`config.mk`:
```
export PLATFORM = sky130hd
export DESIGN_NAME = n_s_acq_seq
export DESIGN_NICKNAME = d
export VERILOG_FILES = /design/src/rtl/nsa_pkg.sv /design/src/rtl/nsa_fifo.sv /design/src/rtl/n_s_acq_seq.sv
export SDC_FILE = /design/constraint.sdc
export NUM_CORES = 1
export LEC_CHECK = 0
export ABC_AREA = 1
export CAP_MARGIN = 30
export CORE_ASPECT_RATIO = 0.5
export CORE_MARGIN = 2
export CORE_UTILIZATION = 30
export DETAILED_ROUTE_END_ITERATION = 6
export PLACE_DENSITY = 0.47
export REMOVE_ABC_BUFFERS = 1
export SETUP_SLACK_MARGIN = 0.1
export SYNTH_ARGS = -nofsm -noshare
export SYNTH_HDL_FRONTEND = slang
export SYNTH_HIERARCHICAL = 1
export SYNTH_SLANG_ARGS = --single-unit
export TNS_END_PERCENT = 30
```
`constraint.sdc`:
```
create_clock -name clk -period 10 [get_ports clk]
set_clock_uncertainty 0.2 [all_clocks]
set_input_delay 1 -clock clk [delete_from_list [all_inputs] [get_ports clk]]
set_output_delay 1 -clock clk [all_outputs]
set_load 0.02 [all_outputs]
```
`src/rtl/nsa_pkg.sv`:
```
// Shared types and constants for the noise/signal acquisition sequencer.
package nsa_pkg;

  typedef enum logic [2:0] {
    IDLE,
    N_SETTLE,
    N_ACQ,
    S_SETTLE,
    S_ACQ,
    FLUSH,
    DONE
  } state_t;

  localparam logic TAG_NOISE  = 1'b1;
  localparam logic TAG_SIGNAL = 1'b0;

  localparam int DEF_FIFO_DEPTH = 16;
  localparam int PTR_W          = $clog2(DEF_FIFO_DEPTH);

  typedef struct packed {
    logic        tag;
    logic [15:0] dat;
  } sample_t;

endpackage

```
`src/rtl/nsa_fifo.sv`:
```
// Show-ahead sample FIFO: a write becomes visible the cycle after push.
// Full/empty come from an extra pointer wrap bit; head reads as zero when empty.
module nsa_fifo
  import nsa_pkg::*;
#(
  parameter int DEPTH = DEF_FIFO_DEPTH
) (
  input  logic    clk,
  input  logic    rst,
  input  logic    push,
  input  logic    pop,
  input  sample_t wdat,
  output sample_t rdat,
  output logic    full,
  output logic    empty
);

  localparam int AW = $clog2(DEPTH);

  sample_t         mem_q [DEPTH];
  logic [AW:0]     wr_q;
  logic [AW:0]     rd_q;
  logic            do_push;
  logic            do_pop;

  // A push into a full FIFO is legal only when the head leaves in the same cycle.
  assign do_pop  = pop && !empty;
  assign do_push = push && (!full || do_pop);

  always_ff @(posedge clk) begin
    if (rst) begin
      wr_q <= '0;
      rd_q <= '0;
    end else begin
      if (do_push) wr_q <= wr_q + (AW+1)'(1);
      if (do_pop)  rd_q <= rd_q + (AW+1)'(1);
    end
  end

  always_ff @(posedge clk) begin
    if (do_push) mem_q[wr_q[AW-1:0]] <= wdat;
  end

  assign empty = (wr_q == rd_q);
  assign full  = (wr_q[AW] != rd_q[AW]) && (wr_q[AW-1:0] == rd_q[AW-1:0]);
  assign rdat  = empty ? '0 : mem_q[rd_q[AW-1:0]];

endmodule

```
`src/rtl/n_s_acq_seq.sv`:
```
// Noise/signal acquisition sequencer: settles the switch, captures tagged samples, drains via FIFO.
// Samples appear one cycle after their strobe; a full FIFO drops samples (sticky overflow) without stalling the phase.
module n_s_acq_seq
  import nsa_pkg::*;
#(
  parameter int SETTLE_CYC = 8,
  parameter int FIFO_DEPTH = 16,
  parameter int CNT_W      = 16
) (
  input  logic             clk,
  input  logic             rst,
  input  logic             start,
  input  logic [CNT_W-1:0] n_count,
  input  logic [CNT_W-1:0] s_count,
  output logic             n_s_ctrl,
  input  logic [15:0]      dataout,
  input  logic             data_strobe,
  output logic [15:0]      out_data,
  output logic             out_tag,
  output logic             out_valid,
  input  logic             out_ready,
  output logic             busy,
  output logic             done,
  output logic             overflow
);

  localparam logic [7:0] SETTLE_LAST = 8'(SETTLE_CYC - 1);

  state_t           state_q;
  logic [CNT_W-1:0] n_cnt_q;
  logic [CNT_W-1:0] s_cnt_q;
  logic [CNT_W-1:0] samp_q;
  logic [CNT_W-1:0] samp_d;
  logic [7:0]       settle_q;
  logic             ctrl_q;
  logic             done_q;
  logic             ovf_q;

  logic    acq_n;
  logic    acq_s;
  logic    push_req;
  logic    pop;
  logic    full;
  logic    empty;
  sample_t wdat;
  sample_t rdat;

  assign acq_n    = (state_q == N_ACQ) && data_strobe;
  assign acq_s    = (state_q == S_ACQ) && data_strobe;
  assign push_req = acq_n || acq_s;
  assign pop      = !empty && out_ready;
  assign samp_d   = samp_q + CNT_W'(1);
  assign wdat     = '{tag: acq_n ? TAG_NOISE : TAG_SIGNAL, dat: dataout};

  always_ff @(posedge clk) begin
    if (rst) begin
      state_q  <= IDLE;
      n_cnt_q  <= '0;
      s_cnt_q  <= '0;
      samp_q   <= '0;
      settle_q <= '0;
      ctrl_q   <= 1'b0;
      done_q   <= 1'b0;
      ovf_q    <= 1'b0;
    end else begin
      done_q <= 1'b0;
      if (push_req && full && !pop) ovf_q <= 1'b1;
      case (state_q)
        IDLE: begin
          if (start) begin
            n_cnt_q  <= n_count;
            s_cnt_q  <= s_count;
            ovf_q    <= 1'b0;
            samp_q   <= '0;
            settle_q <= '0;
            if (n_count != '0) begin
              state_q <= N_SETTLE;
              ctrl_q  <= 1'b1;
            end else if (s_count != '0) begin
              state_q <= S_SETTLE;
            end else begin
              state_q <= DONE;
            end
          end
        end
        N_SETTLE: begin
          if (settle_q == SETTLE_LAST) state_q <= N_ACQ;
          else                         settle_q <= settle_q + 8'd1;
        end
        N_ACQ: begin
          // Dropped strobes still count so phase length ignores backpressure.
          if (data_strobe) begin
            samp_q <= samp_d;
            if (samp_d == n_cnt_q) begin
              samp_q   <= '0;
              settle_q <= '0;
              ctrl_q   <= 1'b0;
              state_q  <= (s_cnt_q != '0) ? S_SETTLE : FLUSH;
            end
          end
        end
        S_SETTLE: begin
          if (settle_q == SETTLE_LAST) state_q <= S_ACQ;
          else                         settle_q <= settle_q + 8'd1;
        end
        S_ACQ: begin
          if (data_strobe) begin
            samp_q <= samp_d;
            if (samp_d == s_cnt_q) state_q <= FLUSH;
          end
        end
        FLUSH: begin
          ctrl_q <= 1'b0;
          if (empty) state_q <= DONE;
        end
        DONE: begin
          done_q  <= 1'b1;
          state_q <= IDLE;
        end
        default: state_q <= IDLE;
      endcase
    end
  end

  nsa_fifo #(
    .DEPTH(FIFO_DEPTH)
  ) u_fifo (
    .clk   (clk),
    .rst   (rst),
    .push  (push_req),
    .pop   (pop),
    .wdat  (wdat),
    .rdat  (rdat),
    .full  (full),
    .empty (empty)
  );

  assign n_s_ctrl  = ctrl_q;
  assign out_data  = rdat.dat;
  assign out_tag   = rdat.tag;
  assign out_valid = !empty;
  assign busy      = (state_q != IDLE);
  assign done      = done_q;
  assign overflow  = ovf_q;

endmodule

```
==> reports/metrics.csv, run 1 <==
stage,metric,value,unit
worst_setup_path,timing.rr.start,u_fifo/wr_q[2],
timing,report.final.slew_viol_count,0,
worst_setup_path,crit_arrival,3.77,ns
placement,dp.cells,2340,
power_and_ir_drop,fin_total_pwr,3770,uW
yosys,synthCells,1611,
yosys,synth_top_area_cell,edfxtp_1,
drt,ant_nets,0,
floorplanning,dieArea,54500,sq um
drt,wirelength,40.3,mm
clocking,clock-root-buffer,clkbuf_16,
power_and_ir_drop,leakage,0.00657,uW
yosys,syn_area,15700,sq um
yosys,ys.flop_type,edfxtp_1,
layout,area_growth,17.3,%
yosys,yosys_warnings,6,
power_and_ir_drop,p_per_area,204,nW/um^2
placement,place.gp.congestion,0.769,
timing,relSlewSlack,35.6,%
worst_setup_path,r2r_end,u_fifo/mem_q[5][16],
yosys,synthSimpleGateAreaFrac,16.5,%
layout,stdcell_area,18500,sq um
yosys,synth_xor_area_share,0.715,%
yosys,synth-seq-cells,348,
yosys,synth-edff-count,272,
drt,viasPerCell,4.61,
layout,diodes,0,
drt,drc_errors,0,
yosys,avgSynthCellArea,9.78,sq um
floorplanning,rows,59,
worst_setup_path,cp-start-kind,flop,
drt,vias,11100,
yosys,yosys.cell_types.count,41,
timing,final-hold-violation-count,0,
worst_setup_path,rr_worst_depth,13,
layout,drive_gt1_share,8.99,%
yosys,yosys.area_share.adder,0.556,%
layout,nNetsFinal,1738,
timing,rsz0062_at_grt,false,
clocking,numCtsBuffers,37,
grt,grt_pass1_wl,62.9,mm
worst_hold_path,hp-class,flop to flop,
worst_setup_path,worst-path-max-fanout,93,
yosys,ys_top_cells_by_count,"272 x edfxtp_1, 271 x nand2_1, 217 x inv_1",
grt,grt_max_degree,94,
yosys,ys_top_cells_by_area,"edfxtp_1 52%, dfxtp_1 9.7%, nand2_1 6.5%, inv_1 5.2%, a21oi_1 4.8%",
timing,fin_tns_setup,0,ns
timing,final.period_utilization,49.7,%
yosys,synth_top_family_by_area,simple AND/OR/NAND/NOR gates,
power_and_ir_drop,ir_drop,0.0986,mV
timing,setup_viol,0,
floorplanning,io_pins,75,
yosys,ys_seq_area_share,61.5,%
clocking,postCtsHoldBufs,0,
clocking,cts_buffer_depth,3,
placement,portBuffers,74,
layout,instances_no_fill,2403,
clocking,clock_sinks,348,
floorplanning,die_height,166,um
drt,wl_per_cell,16.8,um
timing,final.min_clock_period,4.97,ns
clocking,cts.clk_slew.worst_paths,0.06,ns
drt,drt_first_pass_iters,5,
yosys,async_flop_share,0,%
worst_setup_path,path_class,flop to primary output,
yosys,synth_compound_area_share,12.8,%
grt,grt_usage,14.8,%
yosys,synth_top_area_share,51.9,%
run,drv_cap,0,
grt,antenna_found_initial,0,
yosys,synthMuxAreaShare,0,%
grt,grt_pass1_vias,10700,
clocking,cts_resized,0,
grt,globalRoute.totalOverflow,0,
placement,detailed_place_hpwl,24.6,mm
yosys,yosysMostFrequentCell,edfxtp_1,
drt,drt_iter0_drc,700,
worst_setup_path,endpoint,out_data[5],
worst_setup_path,crit_required,8.80,ns
timing,worstMarginPinSlew,0.965,ns
worst_setup_path,end_kind,primary output,
floorplanning,start_util,30.3,%
clocking,cts_setup_buffers,0,
floorplanning,core_area,51900,sq um
outcome,status,"finished, final reports clean",
clocking,insertion_delay,0.54,ns
placement,dpl_cell_area,17300,sq um
clocking,htree_num_levels,2,
worst_setup_path,rrSetupSlack,6.09,ns
clocking,cts_tree,yes,
timing,timing.fmax,201,MHz
floorplanning,die_x,328,um
cells by family after synthesis:
kind of cell	after synthesis
and+or+nand+nor	576
AOI/OAI and AO/OA	366
DFF	348
buffers and inverters	302
xor gates and xnor gates	12
adders and majority gates	7
layer usage:
| metal | GRT usage (%) | vias up | routed length [um] | share of wire [%] |
|---|---|---|---|---|
| li1 | - | 5608 | - | - |
| met1 | 21.2 | 5274 | 20100 | 50 |
| met2 | 23.6 | 144 | 18400 | 46 |
| met3 | 2.37 | 48 | 1290 | 3.2 |
| met4 | 3.03 | 0 | 636 | 1.6 |
| met5 | 0 | - | 0 | 0 |
placed cells by master (no fill, tap or decap), types with 2 or more instances in the layout:
cell type,count
edfxtp_1,272
nand2_1,271
inv_1,217
a21oi_1,150
nand3_1,115
nor2_1,97
o21ai_0,95
clkdlybuf4s50_1,74
dfxtp_1,73
o21ai_1,54
o211ai_1,51
clkbuf_16,38
nor2_2,21
buf_4,20
nand4_1,18
nand2_2,18
clkbuf_1,12
a21oi_2,12
clkinv_1,10
nor3_1,9
xor2_1,8
inv_2,7
ha_1,7
nor4_1,6
nor2_4,6
nand2_4,5
buf_16,4
nand3b_1,3
xnor2_1,3
buf_8,3
nand3_2,2
bufinv_16,2
dfxtp_4,2
stage by stage:
step	hold WS (ns)	setup WS [ns]	utilization, %
after floorplan	0.234	2.99	-
after global placement	0.253	5.50	33.1
after detailed placement	0.258	5.58	33.4
after CTS	0.265	5.00	35.6
after global routing	0.287	4.69	35.6
final	0.260	5.03	35.6
where the power goes:
group          internal, uW  total [uW]  leakage (uW)  switching (uW)
Sequential             1630        1690       0.00307            54.4
Clock                   761        1340      0.000548             574
Combinational           247         743       0.00294             497
critical path, cell delays in order (launching register included):
cell	delay [ns]
dfxtp_4	0.93
buf_4	0.86
o21ai_0	0.20
a21oi_1	0.16
o21ai_1	0.08
nand2_1	0.05
nand2_1	0.06
nor2_1	0.16
clkdlybuf4s50_1	0.64
flip-flops by register name, summed over array words and instances (netlist names), named ones only:
register      count
overflow          1
u_fifo/wr_q       5
u_fifo/mem_q    272
n_s_ctrl          1
settle_q          8
done              1
u_fifo/rd_q       5
n_cnt_q          16
s_cnt_q          16
samp_q           16
state_q           3
layout make-up:
type	count	area (sq um)
fill	5183	33400
timing repair buffer	101	1050
multi-input combinational	961	4850
sequential	348	9700
tap	701	877
inverter	229	862
clock inverter	12	131
clock buffer	51	1010
worst min-delay path by stage:
stage | startpoint | endpoint | cells past startpoint
floorplan | settle_q[4] | settle_q[4] | 2
global placement | n_s_ctrl | n_s_ctrl | 2
detailed placement | n_s_ctrl | n_s_ctrl | 2
CTS | n_s_ctrl | n_s_ctrl | 2
global route | n_s_ctrl | n_s_ctrl | 2
finish | n_s_ctrl | n_s_ctrl | 2
No activity file was read; power rests on OpenSTA's default activity.
==> run 2, diff against run 1 <==
- clock period: 10 -> 5.2 ns (I/O delays scaled with it)
==> reports/metrics.csv, run 2 (synthesis results as in run 1) <==
stage,metric,value,unit
clocking,cts_resized,0,
layout,multi_input_area,4850,sq um
clocking,htree_num_levels,2,
power_and_ir_drop,p_per_area,389,nW/um^2
timing,timing.fmax,254,MHz
placement,portBuffers,74,
floorplanning,die_x,328,um
floorplanning,rows,59,
grt,grt_pass1_vias,10700,
worst_setup_path,cpMostUsedCell,nand2_1,
worst_setup_path,endpoint,out_data[5],
grt,antenna_found_initial,0,
layout,drive_gt1_share,9.15,%
layout,nFillCells,5252,
timing,final-hold-violation-count,0,
layout,instances_no_fill,2406,
timing,setup_viol,0,
floorplanning,dieArea,54500,sq um
worst_setup_path,crit_cells,8,
grt,grt_pass1_wl,62.4,mm
worst_setup_path,crit_required,4.48,ns
timing,final.period_utilization,75.8,%
worst_setup_path,rrSetupSlack,1.56,ns
layout,largest_reg_flops,272,
clocking,postCtsHoldBufs,0,
worst_setup_path,critical-path-max-stage-delay,0.93,ns
layout,layout_commonest_cell,edfxtp_1,
drt,wirelength,39.6,mm
layout,area_growth,17.2,%
timing,worstMarginPinSlew,0.998,ns
worst_setup_path,cp_top_family,buffers and inverters,
drt,drt_iter0_drc,805,
floorplanning,start_util,30.3,%
layout,nNetsFinal,1740,
clocking,cts_buffer_depth,3,
worst_setup_path,crit_path_top_delay_cell,dfxtp_4,
timing,fin_tns_setup,0,ns
placement,dp.cells,2342,
worst_setup_path,path_cells,"buf_12, o21ai_0, a21oi_1, o21ai_1, nand2_1, nand2_1, nor2_1, clkdlybuf4s50_1",
layout,layout_common_cells,"272 x edfxtp_1, 271 x nand2_1, 217 x inv_1",
drt,vias,11100,
power_and_ir_drop,ir_drop,0.228,mV
worst_setup_path,r2r_end,u_fifo/mem_q[6][7],
clocking,cts_setup_buffers,0,
placement,place.gp.congestion,0.780,
clocking,clock_sinks,348,
floorplanning,core_area,51900,sq um
placement,detailed_place_hpwl,24.7,mm
worst_setup_path,cp-start-kind,flop,
clocking,cts_tree,yes,
timing,final.min_clock_period,3.94,ns
worst_setup_path,rr_worst_depth,13,
worst_setup_path,timing.rr.start,u_fifo/wr_q[0],
power_and_ir_drop,leakage,0.00655,uW
clocking,insertion_delay,0.53,ns
layout,regArea,9700,sq um
clocking,clock-root-buffer,clkbuf_16,
timing,rsz0062_at_grt,false,
grt,grt_max_degree,90,
floorplanning,die_height,166,um
grt,grt_usage,14.6,%
timing,report.final.slew_viol_count,0,
run,drv_cap,0,
drt,drt_first_pass_iters,5,
worst_setup_path,worst-path-max-fanout,89,
drt,viasPerCell,4.62,
drt,drc_errors,0,
clocking,numCtsBuffers,37,
drt,wl_per_cell,16.4,um
worst_setup_path,path_buf_inv,2,
floorplanning,io_pins,75,
grt,globalRoute.totalOverflow,0,
clocking,cts.clk_slew.worst_paths,0.06,ns
worst_setup_path,end_kind,primary output,
outcome,status,"finished, final reports clean",
worst_hold_path,hp-class,flop to flop,
timing,relSlewSlack,33.4,%
drt,ant_nets,0,
power_and_ir_drop,fin_total_pwr,7180,uW
worst_setup_path,path_class,flop to primary output,
worst_setup_path,crit_arrival,3.22,ns
layout,diodes,0,
## run 2: cell count changes in the layout (fill, tap and decap cells not counted), sizes merged
cell,delta
clkbuf,-3
clkinv,+3
buf,+2
bufinv,-1
clkinvlp,+1
inv,+1
## run 2: tightest hold or removal path, cell delays in order (launching register included)
cell and delay (ns):
dfxtp_1 0.31, nand2_1 0.06, a21oi_1 0.06
## run 2: layout make-up
type / count / area share (%)
tap: 701 / 4.75
timing repair buffer: 103 / 5.67
multi-input combinational: 961 / 26.3
clock inverter: 16 / 0.712
sequential: 348 / 52.5
inverter: 229 / 4.67
clock buffer: 48 / 5.36
## run 2: how the worst min path moves through the flow
stage	startpoint	endpoint	slack, ns	cells past startpoint
after floorplan	settle_q[4]	settle_q[4]	0.23	2
after global placement	settle_q[4]	settle_q[4]	0.25	2
after detailed placement	settle_q[4]	settle_q[4]	0.26	2
after CTS	settle_q[4]	settle_q[4]	0.27	2
after global routing	n_cnt_q[14]	n_cnt_q[14]	0.30	2
final	settle_q[4]	settle_q[4]	0.27	2
## run 2: through the flow
| stage | util (%) | setup slack, ns | hold WS (ns) | area, sq um |
|---|---|---|---|---|
| 2_1_floorplan | - | -1.33 | 0.234 | 15400 |
| 3_3_place_gp | 33.2 | 1.54 | 0.253 | 17300 |
| 3_5_place_dp | 33.4 | 1.50 | 0.264 | 17300 |
| 4_1_cts | 35.6 | 1.19 | 0.273 | 18500 |
| 5_1_grt | 35.6 | 0.971 | 0.300 | 18500 |
| 6_report | 35.6 | 1.26 | 0.268 | 18500 |
## run 2: power breakdown
part | internal (uW) | switching (uW)
Clock | 1400 | 1100
Combinational | 475 | 955
Sequential | 3140 | 108
## run 2: routing by layer
| metal | GRT usage [%] | routed length, um | vias to the layer above |
|---|---|---|---|
| met5 | 0 | 0 | - |
| li1 | - | - | 5618 |
| met1 | 21.5 | 19900 | 5285 |
| met2 | 22.8 | 17500 | 172 |
| met4 | 2.87 | 576 | 0 |
| met3 | 2.32 | 1560 | 46 |
==> run 3, diff against run 2 <==
- PLACE_DENSITY: 0.47 -> 0.49
- clock period: 5.2 -> 3.4 ns (I/O delays scaled with it)
==> reports/metrics.csv, run 3 (synthesis results as in run 1) <==
stage,metric,value,unit
clocking,numCtsBuffers,37,
floorplanning,start_util,30.3,%
worst_setup_path,rrSetupSlack,0.66,ns
power_and_ir_drop,netSwitchingPower,3360,uW
worst_setup_path,crit_path_top_delay_cell,clkdlybuf4s50_1,
grt,antenna_found_initial,0,
floorplanning,die_x,328,um
timing,timing.fmax,315,MHz
clocking,cts_tree,yes,
floorplanning,dieArea,54500,sq um
timing,relSlewSlack,57.5,%
drt,wl_per_cell,16.3,um
timing,worstMarginPinSlew,0.636,ns
timing,rsz0062_at_grt,true,
timing,final-hold-violation-count,0,
worst_setup_path,worst-path-max-fanout,59,
layout,largest_reg_flops,272,
timing,final.min_clock_period,3.18,ns
drt,drt_iter0_drc,724,
grt,globalRoute.totalOverflow,0,
drt,vias,11300,
timing,setup_viol,0,
timing,fin_tns_setup,0,ns
timing,hold_ws,0.232,ns
clocking,cts.clk_slew.worst_paths,0.07,ns
clocking,insertion_delay,0.54,ns
layout,multi_input_area,4850,sq um
layout,drive_gt1_share,10.7,%
layout,layout_commonest_cell,edfxtp_1,
worst_setup_path,path_class,flop to primary output,
drt,viasPerCell,4.64,
placement,portBuffers,74,
drt,ant_nets,0,
layout,fin_util,36.3,%
clocking,cts_buffer_depth,3,
outcome,status,"finished, final reports clean",
worst_setup_path,crit_required,2.86,ns
worst_setup_path,end_kind,primary output,
power_and_ir_drop,p_per_area,606,nW/um^2
clocking,clock_sinks,348,
worst_setup_path,cpMostUsedCell,nand2_1,
drt,wirelength,39.5,mm
timing,report.final.slew_viol_count,0,
floorplanning,die_height,166,um
worst_setup_path,rr_worst_depth,14,
layout,diodes,0,
power_and_ir_drop,leakage,0.00675,uW
grt,grt_pass1_wl,62.3,mm
power_and_ir_drop,ir_drop,0.338,mV
layout,layout_common_cells,"272 x edfxtp_1, 271 x nand2_1, 217 x inv_1",
placement,place.gp.congestion,0.796,
placement,detailed_place_hpwl,24.0,mm
layout,regArea,9700,sq um
clocking,htree_num_levels,2,
worst_hold_path,worstHoldPathCells,3,
power_and_ir_drop,pwr-share-clk,36.3,%
drt,drt_first_pass_iters,5,
worst_setup_path,timing.rr.start,u_fifo/wr_q[2],
worst_hold_path,hp-class,primary input to flop,
worst_hold_path,holdPathEnd,n_cnt_q[3],
timing,final.period_utilization,93.4,%
floorplanning,io_pins,75,
floorplanning,core_area,51900,sq um
worst_setup_path,crit_arrival,2.64,ns
layout,area_growth,19.5,%
layout,nFillCells,5205,
run,drv_cap,0,
worst_setup_path,r2r_end,u_fifo/mem_q[11][16],
worst_setup_path,critical-path-max-stage-delay,0.63,ns
grt,grt_pass1_vias,10800,
grt,grt_max_degree,62,
floorplanning,rows,59,
power_and_ir_drop,switching_share,29.4,%
clocking,clock-root-buffer,clkbuf_16,
power_and_ir_drop,p_comb_share,20.4,%
worst_setup_path,path_cells,"buf_12, o21ai_0, a21oi_1, o21ai_1, nand2_1, nand2_1, nor2_1, clkdlybuf4s50_1",
power_and_ir_drop,intPower,8050,uW
layout,nNetsFinal,1762,
grt,grt_usage,14.6,%
worst_hold_path,min_from,n_count[3],
worst_setup_path,cp-start-kind,flop,
drt,drc_errors,0,
power_and_ir_drop,seqPwrFrac,43.3,%
-- run 3: layout make-up --
cell class / count / area share, %
tap: 701 / 4.66
multi-input combinational: 961 / 25.8
clock inverter: 19 / 1.22
clock buffer: 45 / 5.31
sequential: 348 / 51.5
inverter: 229 / 4.59
timing repair buffer: 125 / 6.89
-- run 3: per-layer routing --
layer,GRT usage (%),vias up,share of wire (%),routed length (um)
met5,0,-,0,0
met4,2.95,0,1.4,569
li1,-,5660,-,-
met1,20.8,5381,49,19200
met3,2.28,49,4.1,1610
met2,23.5,179,46,18100
-- run 3: worst max-delay path, delay by kind of cell (launching register included) --
kind	cells	cell delay [ns]
compound gates	3	0.34
buf+inv	2	0.92
flops	1	0.56
simple gates	3	0.25
-- run 3: metrics by stage --
step                      instance area, sq um  worst slack (ns)  power (uW)  instances
after floorplan                          15400             -2.95        6440       1538
after global placement                   17500             0.466        7370       2361
after detailed placement                 17500             0.497        7360       2361
after CTS                                18800            0.0896       11600       2428
after global routing                     18800            0.0395       12000       2428
final                                    18800             0.224       11400       2428
-- run 3: worst max path at each step --
| stage | start | endpoint |
|---|---|---|
| after floorplan | flop | out_data[10] |
| after global placement | flop | out_data[15] |
| after detailed placement | flop | out_data[2] |
| after CTS | u_fifo/wr_q[2] | out_data[1] |
| after global routing | flop | out_data[2] |
| final | flop | out_data[5] |
-- run 3: repair_timing --
item | 4_1_cts | 5_1_grt
resized for setup | 1 | 1
setup buffers | 3 | 0
pin swaps | 0 | 0
setup endpoints to repair | 17 | 13
cloned | 0 | 0
hold buffers | 0 | 0
-- run 3: power groups by stage --
stage	Sequential (uW)	Combinational (uW)	Clock, uW
after detailed placement	5050	2310	0
after global placement	5050	2320	0
after CTS	4940	2360	4270
after floorplan	5080	1360	0
after global routing	4970	2610	4430
final	4940	2320	4140
